File: config.mk
export PLATFORM = sky130hd
export DESIGN_NAME = one_wire_master_xfer_flat
export DESIGN_NICKNAME = d
export VERILOG_FILES = /design/src/rtl/one_wire_master_xfer_if.sv /design/src/rtl/one_wire_master_xfer.sv /design/src/flat_wrapper.sv
export SDC_FILE = /design/constraint.sdc
export NUM_CORES = 1
export LEC_CHECK = 0
export BUFFER_PORTS_ARGS = -buffer_cell sky130_fd_sc_hd__buf_2
export CORE_UTILIZATION = 58
export CTS_BUF_LIST = sky130_fd_sc_hd__clkbuf_16
export CTS_CLUSTER_SIZE = 20
export DETAILED_ROUTE_END_ITERATION = 6
export PLACE_DENSITY_LB_ADDON = 0.05
export SYNTH_ARGS = -nofsm -noshare
export SYNTH_HDL_FRONTEND = slang
export SYNTH_SLANG_ARGS = --single-unit
File: constraint.sdc
create_clock -name clk -period 3.1 [get_ports clk]
set_clock_uncertainty 0.05 [all_clocks]
set_input_delay 0.31 -clock clk [delete_from_list [all_inputs] [get_ports clk]]
set_output_delay 0.31 -clock clk [all_outputs]
set_load 0.01 [all_outputs]
File: src/rtl/one_wire_master_xfer_if.sv
// one_wire_master_xfer_if: command, byte-stream and bus-pin bundle for the 1-Wire master engine
interface one_wire_master_xfer_if #(parameter int LEN_W = 4);
  logic             cmd_valid;
  logic             cmd_ready;
  logic             cmd_reset;
  logic [LEN_W-1:0] cmd_wr_len;
  logic [LEN_W-1:0] cmd_rd_len;
  logic [7:0]       tx_data;
  logic             tx_valid;
  logic             tx_ready;
  logic [7:0]       rx_data;
  logic             rx_valid;
  logic             presence;
  logic             busy;
  logic             done;
  logic             err_no_pres;
  logic             ow_pull_low;
  logic             ow_in;
  modport master (
    input  cmd_valid, cmd_reset, cmd_wr_len, cmd_rd_len, tx_data, tx_valid, ow_in,
    output cmd_ready, tx_ready, rx_data, rx_valid, presence, busy, done, err_no_pres, ow_pull_low
  );
  modport slave (
    output cmd_valid, cmd_reset, cmd_wr_len, cmd_rd_len, tx_data, tx_valid, ow_in,
    input  cmd_ready, tx_ready, rx_data, rx_valid, presence, busy, done, err_no_pres, ow_pull_low
  );
endinterface

File: src/rtl/one_wire_master_xfer.sv
// one_wire_master_xfer: 1-Wire master running reset/presence, write bytes then read bytes, LSB first
module one_wire_master_xfer #(
  parameter int CLKS_PER_US = 50,
  parameter int LEN_W       = 4,
  parameter int T_RSTL      = 480,
  parameter int T_PDS       = 70,
  parameter int T_RSTH      = 480,
  parameter int T_LOW1      = 6,
  parameter int T_LOW0      = 60,
  parameter int T_RDS       = 15,
  parameter int T_SLOT      = 60,
  parameter int T_REC       = 10
) (
  input logic clk,
  input logic rst,
  one_wire_master_xfer_if.master bus
);
  localparam int T_A   = T_RSTL > T_RSTH ? T_RSTL : T_RSTH;
  localparam int T_B   = T_SLOT > T_REC ? T_SLOT : T_REC;
  localparam int TW    = $clog2((T_A > T_B ? T_A : T_B) * CLKS_PER_US + 1);
  localparam int HOLD1 = (T_SLOT - T_LOW1) * CLKS_PER_US;
  localparam int HOLD0 = (T_SLOT - T_LOW0) * CLKS_PER_US;
  localparam int PDS_T = (T_RSTH - T_PDS) * CLKS_PER_US - 1;
  localparam int RDS_T = (T_SLOT - T_RDS) * CLKS_PER_US - 1;
  typedef enum logic [2:0] {IDLE, RST_LOW, RST_HI, FETCH, WR_LOW, RD_LOW, REC, DONE} state_t;
  state_t           state, state_n;
  logic [TW-1:0]    timer, timer_n;
  logic [1:0]       sync;
  logic [7:0]       sh;
  logic [2:0]       bit_cnt;
  logic [LEN_W-1:0] wr_left, rd_left;
  logic             rst_cmd, accept, tmo, wr_mode, last_bit, ow_s, sample_pres, sample_rd;
  function automatic logic [TW-1:0] ld(input int t);
    return TW'(t * CLKS_PER_US - 1);
  endfunction
  assign bus.cmd_ready   = state == IDLE && !rst;
  assign bus.tx_ready    = state == FETCH && bus.tx_valid;
  assign accept          = bus.cmd_valid && bus.cmd_ready;
  assign tmo             = timer == '0;
  assign wr_mode         = wr_left != '0;
  assign last_bit        = &bit_cnt;
  assign ow_s            = sync[1];
  assign sample_pres     = state == RST_HI && int'(timer) == PDS_T;
  assign sample_rd       = state == RD_LOW && int'(timer) == RDS_T;
  assign bus.ow_pull_low = state == RST_LOW ||
                           (state == WR_LOW && int'(timer) >= (sh[0] ? HOLD1 : HOLD0)) ||
                           (state == RD_LOW && int'(timer) >= HOLD1);
  always_comb begin
    state_n = state;
    case (state)
      IDLE:    if (accept) state_n = bus.cmd_reset ? RST_LOW : bus.cmd_wr_len != '0 ? FETCH :
                                     bus.cmd_rd_len != '0 ? RD_LOW : DONE;
      RST_LOW: if (tmo) state_n = RST_HI;
      RST_HI:  if (tmo) state_n = !bus.presence ? DONE : wr_mode ? FETCH : rd_left != '0 ? RD_LOW : DONE;
      FETCH:   if (bus.tx_valid) state_n = WR_LOW;
      WR_LOW:  if (tmo) state_n = REC;
      RD_LOW:  if (tmo) state_n = REC;
      REC:     if (tmo) state_n = !last_bit ? (wr_mode ? WR_LOW : RD_LOW) :
                                  wr_mode ? (wr_left != LEN_W'(1) ? FETCH : rd_left != '0 ? RD_LOW : DONE) :
                                  (rd_left != LEN_W'(1) ? RD_LOW : DONE);
      DONE:    state_n = IDLE;
      default: state_n = IDLE;
    endcase
    timer_n = state_n != state ? (state_n == RST_LOW ? ld(T_RSTL) : state_n == RST_HI ? ld(T_RSTH) :
                                  state_n == REC ? ld(T_REC) : state_n inside {WR_LOW, RD_LOW} ? ld(T_SLOT) : '0)
                               : tmo ? '0 : timer - TW'(1);
  end
  always_ff @(posedge clk) begin
    if (rst) begin
      state           <= IDLE;
      timer           <= '0;
      sync            <= 2'b11;
      sh              <= '0;
      bit_cnt         <= '0;
      wr_left         <= '0;
      rd_left         <= '0;
      rst_cmd         <= 1'b0;
      bus.presence    <= 1'b0;
      bus.busy        <= 1'b0;
      bus.done        <= 1'b0;
      bus.err_no_pres <= 1'b0;
      bus.rx_valid    <= 1'b0;
      bus.rx_data     <= '0;
    end else begin
      state        <= state_n;
      timer        <= timer_n;
      sync         <= {sync[0], bus.ow_in};
      bus.done     <= state == DONE;
      bus.rx_valid <= 1'b0;
      if (accept) begin
        wr_left         <= bus.cmd_wr_len;
        rd_left         <= bus.cmd_rd_len;
        rst_cmd         <= bus.cmd_reset;
        bit_cnt         <= '0;
        bus.busy        <= 1'b1;
        bus.err_no_pres <= 1'b0;
      end else if (bus.done) bus.busy <= 1'b0;
      if (state == DONE) bus.err_no_pres <= rst_cmd & ~bus.presence;
      if (sample_pres) bus.presence <= ~ow_s;
      if (bus.tx_ready) sh <= bus.tx_data;
      if (sample_rd) sh <= {ow_s, sh[7:1]};
      if (state == REC && tmo) begin
        bit_cnt <= bit_cnt + 3'd1;
        if (wr_mode) begin
          sh <= sh >> 1;
          if (last_bit) wr_left <= wr_left - LEN_W'(1);
        end else if (last_bit) begin
          rd_left      <= rd_left - LEN_W'(1);
          bus.rx_data  <= sh;
          bus.rx_valid <= 1'b1;
        end
      end
    end
  end
endmodule

File: src/flat_wrapper.sv
// flat-port wrapper written by rule: the top's interface ports become plain ports
module one_wire_master_xfer_flat 
#(
  parameter int CLKS_PER_US = 50,
  parameter int LEN_W       = 4,
  parameter int T_RSTL      = 480,
  parameter int T_PDS       = 70,
  parameter int T_RSTH      = 480,
  parameter int T_LOW1      = 6,
  parameter int T_LOW0      = 60,
  parameter int T_RDS       = 15,
  parameter int T_SLOT      = 60,
  parameter int T_REC       = 10
)
  (clk, rst, bus_cmd_valid, bus_cmd_reset, bus_cmd_wr_len, bus_cmd_rd_len, bus_tx_data, bus_tx_valid, bus_ow_in, bus_cmd_ready, bus_tx_ready, bus_rx_data, bus_rx_valid, bus_presence, bus_busy, bus_done, bus_err_no_pres, bus_ow_pull_low);
  one_wire_master_xfer_if #(.LEN_W(LEN_W)) bus_i ();
  input logic clk;
  input logic rst;
  input wire logic [$bits(bus_i.cmd_valid)-1:0] bus_cmd_valid;
  input wire logic [$bits(bus_i.cmd_reset)-1:0] bus_cmd_reset;
  input wire logic [$bits(bus_i.cmd_wr_len)-1:0] bus_cmd_wr_len;
  input wire logic [$bits(bus_i.cmd_rd_len)-1:0] bus_cmd_rd_len;
  input wire logic [$bits(bus_i.tx_data)-1:0] bus_tx_data;
  input wire logic [$bits(bus_i.tx_valid)-1:0] bus_tx_valid;
  input wire logic [$bits(bus_i.ow_in)-1:0] bus_ow_in;
  output wire logic [$bits(bus_i.cmd_ready)-1:0] bus_cmd_ready;
  output wire logic [$bits(bus_i.tx_ready)-1:0] bus_tx_ready;
  output wire logic [$bits(bus_i.rx_data)-1:0] bus_rx_data;
  output wire logic [$bits(bus_i.rx_valid)-1:0] bus_rx_valid;
  output wire logic [$bits(bus_i.presence)-1:0] bus_presence;
  output wire logic [$bits(bus_i.busy)-1:0] bus_busy;
  output wire logic [$bits(bus_i.done)-1:0] bus_done;
  output wire logic [$bits(bus_i.err_no_pres)-1:0] bus_err_no_pres;
  output wire logic [$bits(bus_i.ow_pull_low)-1:0] bus_ow_pull_low;
  assign bus_i.cmd_valid = bus_cmd_valid;
  assign bus_i.cmd_reset = bus_cmd_reset;
  assign bus_i.cmd_wr_len = bus_cmd_wr_len;
  assign bus_i.cmd_rd_len = bus_cmd_rd_len;
  assign bus_i.tx_data = bus_tx_data;
  assign bus_i.tx_valid = bus_tx_valid;
  assign bus_i.ow_in = bus_ow_in;
  assign bus_cmd_ready = bus_i.cmd_ready;
  assign bus_tx_ready = bus_i.tx_ready;
  assign bus_rx_data = bus_i.rx_data;
  assign bus_rx_valid = bus_i.rx_valid;
  assign bus_presence = bus_i.presence;
  assign bus_busy = bus_i.busy;
  assign bus_done = bus_i.done;
  assign bus_err_no_pres = bus_i.err_no_pres;
  assign bus_ow_pull_low = bus_i.ow_pull_low;
  one_wire_master_xfer #(.CLKS_PER_US(CLKS_PER_US), .LEN_W(LEN_W), .T_RSTL(T_RSTL), .T_PDS(T_PDS), .T_RSTH(T_RSTH), .T_LOW1(T_LOW1), .T_LOW0(T_LOW0), .T_RDS(T_RDS), .T_SLOT(T_SLOT), .T_REC(T_REC)) u_core (.clk(clk), .rst(rst), .bus(bus_i));
endmodule
Word-level counts from Yosys, hierarchy flattened
Cells that the tools add are included.
- bits in latches: 0
- register bits: 53
- ROM bits: 0
- RAM bits: 0
- input port bits: 22
- output and inout port bits: 16
- memories kept: 0
- word-level logic and storage cells: 111
- add/subtract/negate cells: 4
- order comparisons: 2
- shift-type cells: 0
- divide/modulo/power cells: 0
- bitwise operators: 5
- reductions and logical operators: 25
- multiplexer cells: 44
- multipliers: 0
- equal/unequal tests: 17
- operators with widths (operator ; count):
    $mux W15 ; 5
    $mux W3 ; 15
    $ge A16 B32 Y1 ; 1
    $mux W4 ; 8
    $mux W8 ; 4
    $mux W12 ; 2
    $eq A3 B3 Y1 const B ; 7
    $pmux W3 S7 ; 1
    $reduce_bool A4 Y1 ; 4
    $eq A15 B13 Y1 const B ; 1
    $eq A15 B15 Y1 const B ; 1
    $ge A15 B12 Y1 const B ; 1
    $logic_not A15 Y1 ; 1
    $sub A15 B1 Y15 const B ; 1
    $eq A3 B2 Y1 const B ; 3
    $logic_and A1 B1 Y1 ; 8
    $ne A4 B1 Y1 const B ; 2
    $reduce_bool A2 Y1 ; 4
    $sub A4 B1 Y4 const B ; 2
    $eq A3 B1 Y1 const B ; 2
    $mux W1 ; 6
    $mux W2 ; 3
    $reduce_and A5 Y1 ; 1
    $not A1 Y1 ; 4
    9 further kinds ; 10

Depth between registers and ports, before layout
Gate-level depths: netlist of the first run.
- depth after elaboration: 14
- gate-level depth with buffers: 10
- gate-level depth less buffers: 9

Worst setup path before layout of the first run
Ideal clock, no wire load.
- path kind: register to register
- start point: reg u_core.timer[0]
- end point: reg u_core.timer[2]
- data arrival time: 2281 ps
- cell stages (with the launch flop): 10
- period minus slack after synthesis: 2423 ps
- data required time: 2958 ps
- slack: 677 ps
- buffers on the path: 0
- cells stage by stage: dfxtp_1 > inv_1 > ha_1 > nor4b_2 > and4_1 > mux2_2 > a211o_1 > a21oi_1 > nor2_1 > o32ai_1
- cells in the longest elaborated chain, start to end: 10
- ends and longest elaborated chain (what ; RTL line ; RTL):
    start, declared ; one_wire_master_xfer.sv:27 ; logic [TW-1:0] timer, timer_n;
    start signal, assigned ; one_wire_master_xfer.sv:86 ; timer <= timer_n;
    $logic_not A15 Y1 ; one_wire_master_xfer.sv:39 ; assign tmo = timer == '0;
    $mux W3, on equally long branches ; n/a ;
    $pmux W3 S7 ; one_wire_master_xfer.sv:50 ; case (state)
    $eq A3 B3 Y1 ; one_wire_master_xfer.sv:65 ; state_n == REC ? ld(T_REC) : state_n inside {WR_LOW, RD_LOW} ? ld(T_SLOT) : '0)
    $reduce_bool A2 Y1 ; one_wire_master_xfer.sv:65 ;
    $mux W12 ; one_wire_master_xfer.sv:65 ;
    $mux W15 ; one_wire_master_xfer.sv:65 ;
    $mux W15 (2 in series) ; one_wire_master_xfer.sv:64 ; timer_n = state_n != state ? (state_n == RST_LOW ? ld(T_RSTL) : state_n == RST_HI ? ld(T_RSTH) :
    $mux W15 (*) ; one_wire_master_xfer.sv:64 ;
Mark *: on every way between the ends. The rest lies on a longest branch, timed or not.
A chain may end at the register's enable or synchronous reset.

Final worst setup path of the first run
- start point: reg u_core.timer[0]
- end point: reg u_core.timer[1]
Same word-level chain as after synthesis.

==> flow_summary.ini, run 1 <==
[critical_path]
worst-path-max-fanout = 6
critPathArrivalTime_ns = 2.92
path_cells = inv_1 > ha_1 > nor4b_2 > and4_1 > mux2_2 > a211o_1 > a21oi_1 > o221ai_2 > o21ai_1
crit_path_start_kind = flip-flop
cp_data_required_time_ns = 3.26
slowest_delay_ns = 0.39
crit_family = compound AO/OA/AOI/OAI gates
crit_type = flip-flop to flip-flop
crit_path_end_kind = flip-flop
cp_num_buf_inv = 1
cpMaxStageDelayCell = mux2_2

[synthesis]
synth_edf_count = 0
syn_inst = 376
ys.flop_type = dfxtp_1
synthArstFlopShare_pct = 0
synth_warnings = 0
syn_nets = 415
synthTopCellsByArea = dfxtp_1 (33%), ha_1 (6.7%), nor2_1 (6.1%)
synth_area_sq_um = 3190
synth_top_area_cell = dfxtp_1
yosysUniqueCellTypes = 64
synth-seq-cells = 53
yosysTopAreaCellShare_pct = 33.3
syn_avg_cell_area_sq_um = 8.48
yosysSeqAreaShare_pct = 33.3

[routing]
routed_via_density = 5.91
post-route-drc-count = 0
ant_nets = 0
drt-wirelength-per-cell_microns = 15.3
wl_microns = 7410
firstDrtPassIters = 5
vias = 2859
first_iter_violations = 131

[clock_tree]
cts_made_buffers = 5
cts_tree = yes
cts-root-buf = clkbuf_16
clk_path_buf_depth = 2
clk_pin_slew_ns = 0.07
cts_setup_buffers = 0
htreeDepth = 2
postCtsResizedCells = 0
clock_latency_ns = 0.29
cts_sinks = 53
hold_buffers = 0

[power_and_ir_drop]
vdd_ir_drop_max_v = 0.000548
power_mw = 3.06
power_density_nw_per_um2 = 848
p_leak_nw = 1.47

[run_status]
outcome = completed

[global_route]
gr-total-overflow = 0
first_global_vias = 2672
grt_max_degree = 25
track_usage_pct = 26.3
grt_pass1_wl_microns = 12400
antenna_found_initial = 0

[placement]
placed_area_sq_um = 3450
portBuffers = 37
post-dp-hpwl_microns = 5520
routabilityCongestion = 0.887
place_inst = 476

[finish]
register_area_sq_um = 1060
fillers = 459
multi_input_area_sq_um = 2000
fin_cells = 484
final_layout_size_suffix_gt1_share_pct = 21.5
design_area_sq_um = 3610
post-route-util_pct = 69.4
diodes = 0
final_cell_mix = dfxtp_1 (53), nor2_1 (52), buf_2 (37)
final_common_cell = dfxtp_1
syn_to_final_growth_pct = 13.3
fin_nets = 452

[timing]
setup_viol = 0
fmax_ghz = 0.362
rsz0062_at_grt = no
hold_viol = 0
fin_crit_sh_pct = 89.0
slew_headroom_pct = 52.4
period_needed_ns = 2.76
slew_viol_final = 0
setup-tns-final_ns = 0
tightest_slew_ns = 0.713

[floorplanning]
dieArea_sq_um = 5800
rows = 26
die_x_microns = 76.2
ios = 38
core_sq_um = 5200
initial_core_util_pct = 61.3
die_h_microns = 76.2

[run]
drv_cap = 0

[hold_path]
hp-class = primary input to flip-flop
[synthesized netlist by cell type, drive strengths merged (4+ instances only)]
cell    number
xor2         6
a211oi      10
ha          17
nor2        54
clkbuf       6
nor4         7
nand4        8
buf         10
nor2b        5
mux2i        7
xnor2       10
o21ai       18
o32ai        7
a21oi       24
mux2         9
nand2       37
nor3        11
a31oi        4
dfxtp       53
inv         11
nand3       15
[stage by stage]
stage	setup WS (ns)	hold slack, ns
final	0.340	0.152
after global routing	0.181	0.158
after CTS	0.368	0.148
after detailed placement	0.392	0.392
after global placement	0.532	0.378
after floorplan	0.677	0.339
[sequential cells by signal (all words and copies together) (netlist names)]
register / flops
u_core.rd_left: 4
u_core.bus.busy: 1
u_core.state: 3
u_core.bus.presence: 1
u_core.rst_cmd: 1
u_core.timer: 15
u_core.bus.rx_valid: 1
u_core.sh: 8
u_core.bus.rx_data: 8
u_core.wr_left: 4
u_core.bit_cnt: 3
u_core.bus.err_no_pres: 1
u_core.sync: 2
u_core.bus.done: 1
[metal layers]
layer / share of wire (%) / up-vias / GRT usage (%)
li1: - / 1433 / -
met1: 46 / 1330 / 35.5
met2: 47 / 92 / 43.8
met3: 5.3 / 4 / 4.07
met4: 0.82 / 0 / 7.12
met5: 0 / - / 0
[area by class of cell]
cell class / instances / share of cell area (%)
multi-input cells: 295 / 55.4
flip-flops and latches: 53 / 29.4
repair buffers: 46 / 6.99
clock buffers: 5 / 3.46
well taps: 70 / 2.42
inverters: 12 / 1.25
clock inverters: 3 / 1.14
[power breakdown]
part           internal (mW)  total [mW]  switching, mW
Sequential             0.797        1.02          0.225
Clock                  0.378       0.623          0.244
Combinational          0.617        1.42          0.803
Total                   1.79        3.06           1.27
[final timing paths]
path	from	end	slack [ns]	cells past startpoint
worst max-delay path	u_core.timer[0]	u_core.timer[1]	0.34	9
worst min-delay path	bus_ow_in	u_core.sync[0]	0.15	2
worst max register to register	u_core.timer[0]	u_core.timer[1]	0.34	9
worst min register to register	u_core.bus.busy	u_core.bus.busy	0.40	2
[kinds of logic (layout without fill, tap and decap cells)]
family | Yosys count | in the layout | share of synthesized area (%)
AND/OR/NAND/NOR | 164 | 164 | 28.2
AO/OA/AOI/OAI | 82 | 82 | 18.0
flip-flops | 53 | 53 | 33.3
buffers and inverters | 28 | 66 | 4.00
adder cells (fa/ha/maj) | 17 | 17 | 6.67
XOR/XNOR | 16 | 16 | 4.39
multiplexers | 16 | 16 | 5.37
Note: power is estimated with default switching activity, not from simulation.
==> run 2, diff against run 1 <==
--- a/config.mk
+++ b/config.mk
@@ -6,8 +6,9 @@
 export NUM_CORES = 1
 export LEC_CHECK = 0
 export BUFFER_PORTS_ARGS = -buffer_cell sky130_fd_sc_hd__buf_2
-export CORE_UTILIZATION = 58
+export CORE_UTILIZATION = 35
 export CTS_BUF_LIST = sky130_fd_sc_hd__clkbuf_16
+export CTS_CLUSTER_DIAMETER = 60
 export CTS_CLUSTER_SIZE = 20
 export DETAILED_ROUTE_END_ITERATION = 6
 export PLACE_DENSITY_LB_ADDON = 0.05
==> flow_summary.ini, run 2 (same netlist as run 1, synthesis figures left out) <==
[floorplanning]
core_sq_um = 8760
rows = 34
initial_core_util_pct = 36.4
dieArea_sq_um = 9500
die_h_microns = 97.5
die_x_microns = 97.5
ios = 38

[routing]
ant_nets = 0
first_iter_violations = 162
routed_via_density = 5.31
drt-wirelength-per-cell_microns = 15.6
firstDrtPassIters = 5
wl_microns = 8290
post-route-drc-count = 0
vias = 2815

[timing]
fin_crit_sh_pct = 86.5
period_needed_ns = 2.68
setup_viol = 0
setup_ws_ns = 0.419
slew_viol_final = 0
setup-tns-final_ns = 0
hold_viol = 0
hold_slack_ns = 0.151
tightest_slew_ns = 0.523
slew_headroom_pct = 65.0
fmax_ghz = 0.373
rsz0062_at_grt = no

[critical_path]
worst-path-max-fanout = 6
path_cells = inv_1 > ha_1 > nor4b_2 > and4_1 > mux2_2 > a211o_1 > a21oi_1 > o221ai_2 > o21ai_1
crit_path_start_kind = flip-flop
cpMaxStageDelayCell = mux2_2
slowest_delay_ns = 0.39
critPathArrivalTime_ns = 2.85
crit_path_end_kind = flip-flop
cp_data_required_time_ns = 3.27
crit_type = flip-flop to flip-flop

[clock_tree]
cts_made_buffers = 5
cts_sinks = 53
cts_setup_buffers = 0
clk_path_buf_depth = 2
postCtsResizedCells = 0
htreeDepth = 2
hold_buffers = 0
cts-root-buf = clkbuf_16
clk_pin_slew_ns = 0.07
clock_latency_ns = 0.29
cts_tree = yes

[global_route]
first_global_vias = 2653
antenna_found_initial = 0
grt_pass1_wl_microns = 13500
grt_max_degree = 30
track_usage_pct = 17.6
gr-total-overflow = 0

[placement]
dp_slack_ns = 0.425
placed_area_sq_um = 3550
portBuffers = 37
routabilityCongestion = 0.818
post-dp-hpwl_microns = 6290

[finish]
top_register = u_core.timer
register_area_sq_um = 1060
syn_to_final_growth_pct = 15.8
final_layout_size_suffix_gt1_share_pct = 22.7
design_area_sq_um = 3690
diodes = 0
largest_reg_flops = 15
fin_nets = 460
multi_input_area_sq_um = 2000
final_cell_mix = dfxtp_1 (53), nor2_1 (52), buf_2 (37)
reg_top3 = u_core.timer x15, u_core.bus.rx_data x8, u_core.sh x8
fillers = 894
final_common_cell = dfxtp_1

[power_and_ir_drop]
vdd_ir_drop_max_v = 0.000280
p_leak_nw = 1.51
power_mw = 3.04
power_density_nw_per_um2 = 823

[run]
drv_cap = 0

[hold_path]
hp-class = primary input to flip-flop

[run_status]
outcome = completed
-- run 2: cell types whose count changed in the layout (fill, tap and decap cells not counted), sizes merged --
| cell | previous run | this run |
|---|---|---|
| buf | 46 | 54 |
| bufinv | 1 | 0 |
| inv | 11 | 13 |
| clkinv | 2 | 1 |
-- run 2: layout make-up --
class	count	share of cell area, %
clock buffer	5	3.39
clock inverter	3	0.406
inverter	12	1.22
multi-input combinational	295	54.1
sequential	53	28.7
tap	108	3.66
timing repair buffer	54	8.47
-- run 2: metal layers --
layer	global-route usage, %	wire length (microns)
met3	3.53	388
met1	24.5	4000
met4	4.52	70
met5	0	0
met2	27.9	3830
-- run 2: final timing paths --
check                  start               to  slack [ns]  depth (start not counted)
min                bus_ow_in   u_core.sync[0]        0.15                          2
min reg2reg   u_core.sync[0]   u_core.sync[1]        0.36                          1
max reg2reg  u_core.timer[0]  u_core.timer[1]        0.42                          9
max          u_core.timer[0]  u_core.timer[1]        0.42                          9
-- run 2: stage by stage --
step,cells,util [%]
after global placement,522,40.6
after floorplan,376,-
final,530,42.2
after global routing,530,42.2
after CTS,530,42.2
after detailed placement,522,40.6
-- run 2: critical path, delay by kind of cell, from the launching register on --
family          cells  cell delay [ns]
buf+inv             1             0.10
simple gates        2             0.64
fa+ha+maj           1             0.19
compound gates      4             0.86
mux                 1             0.39
flops               1             0.37
-- run 2: power breakdown --
part	internal, mW	total (mW)	switching (mW)	leakage (nW)
Sequential	0.797	0.968	0.171	0.432
Combinational	0.645	1.53	0.888	1.01
Clock	0.294	0.539	0.245	0.0724
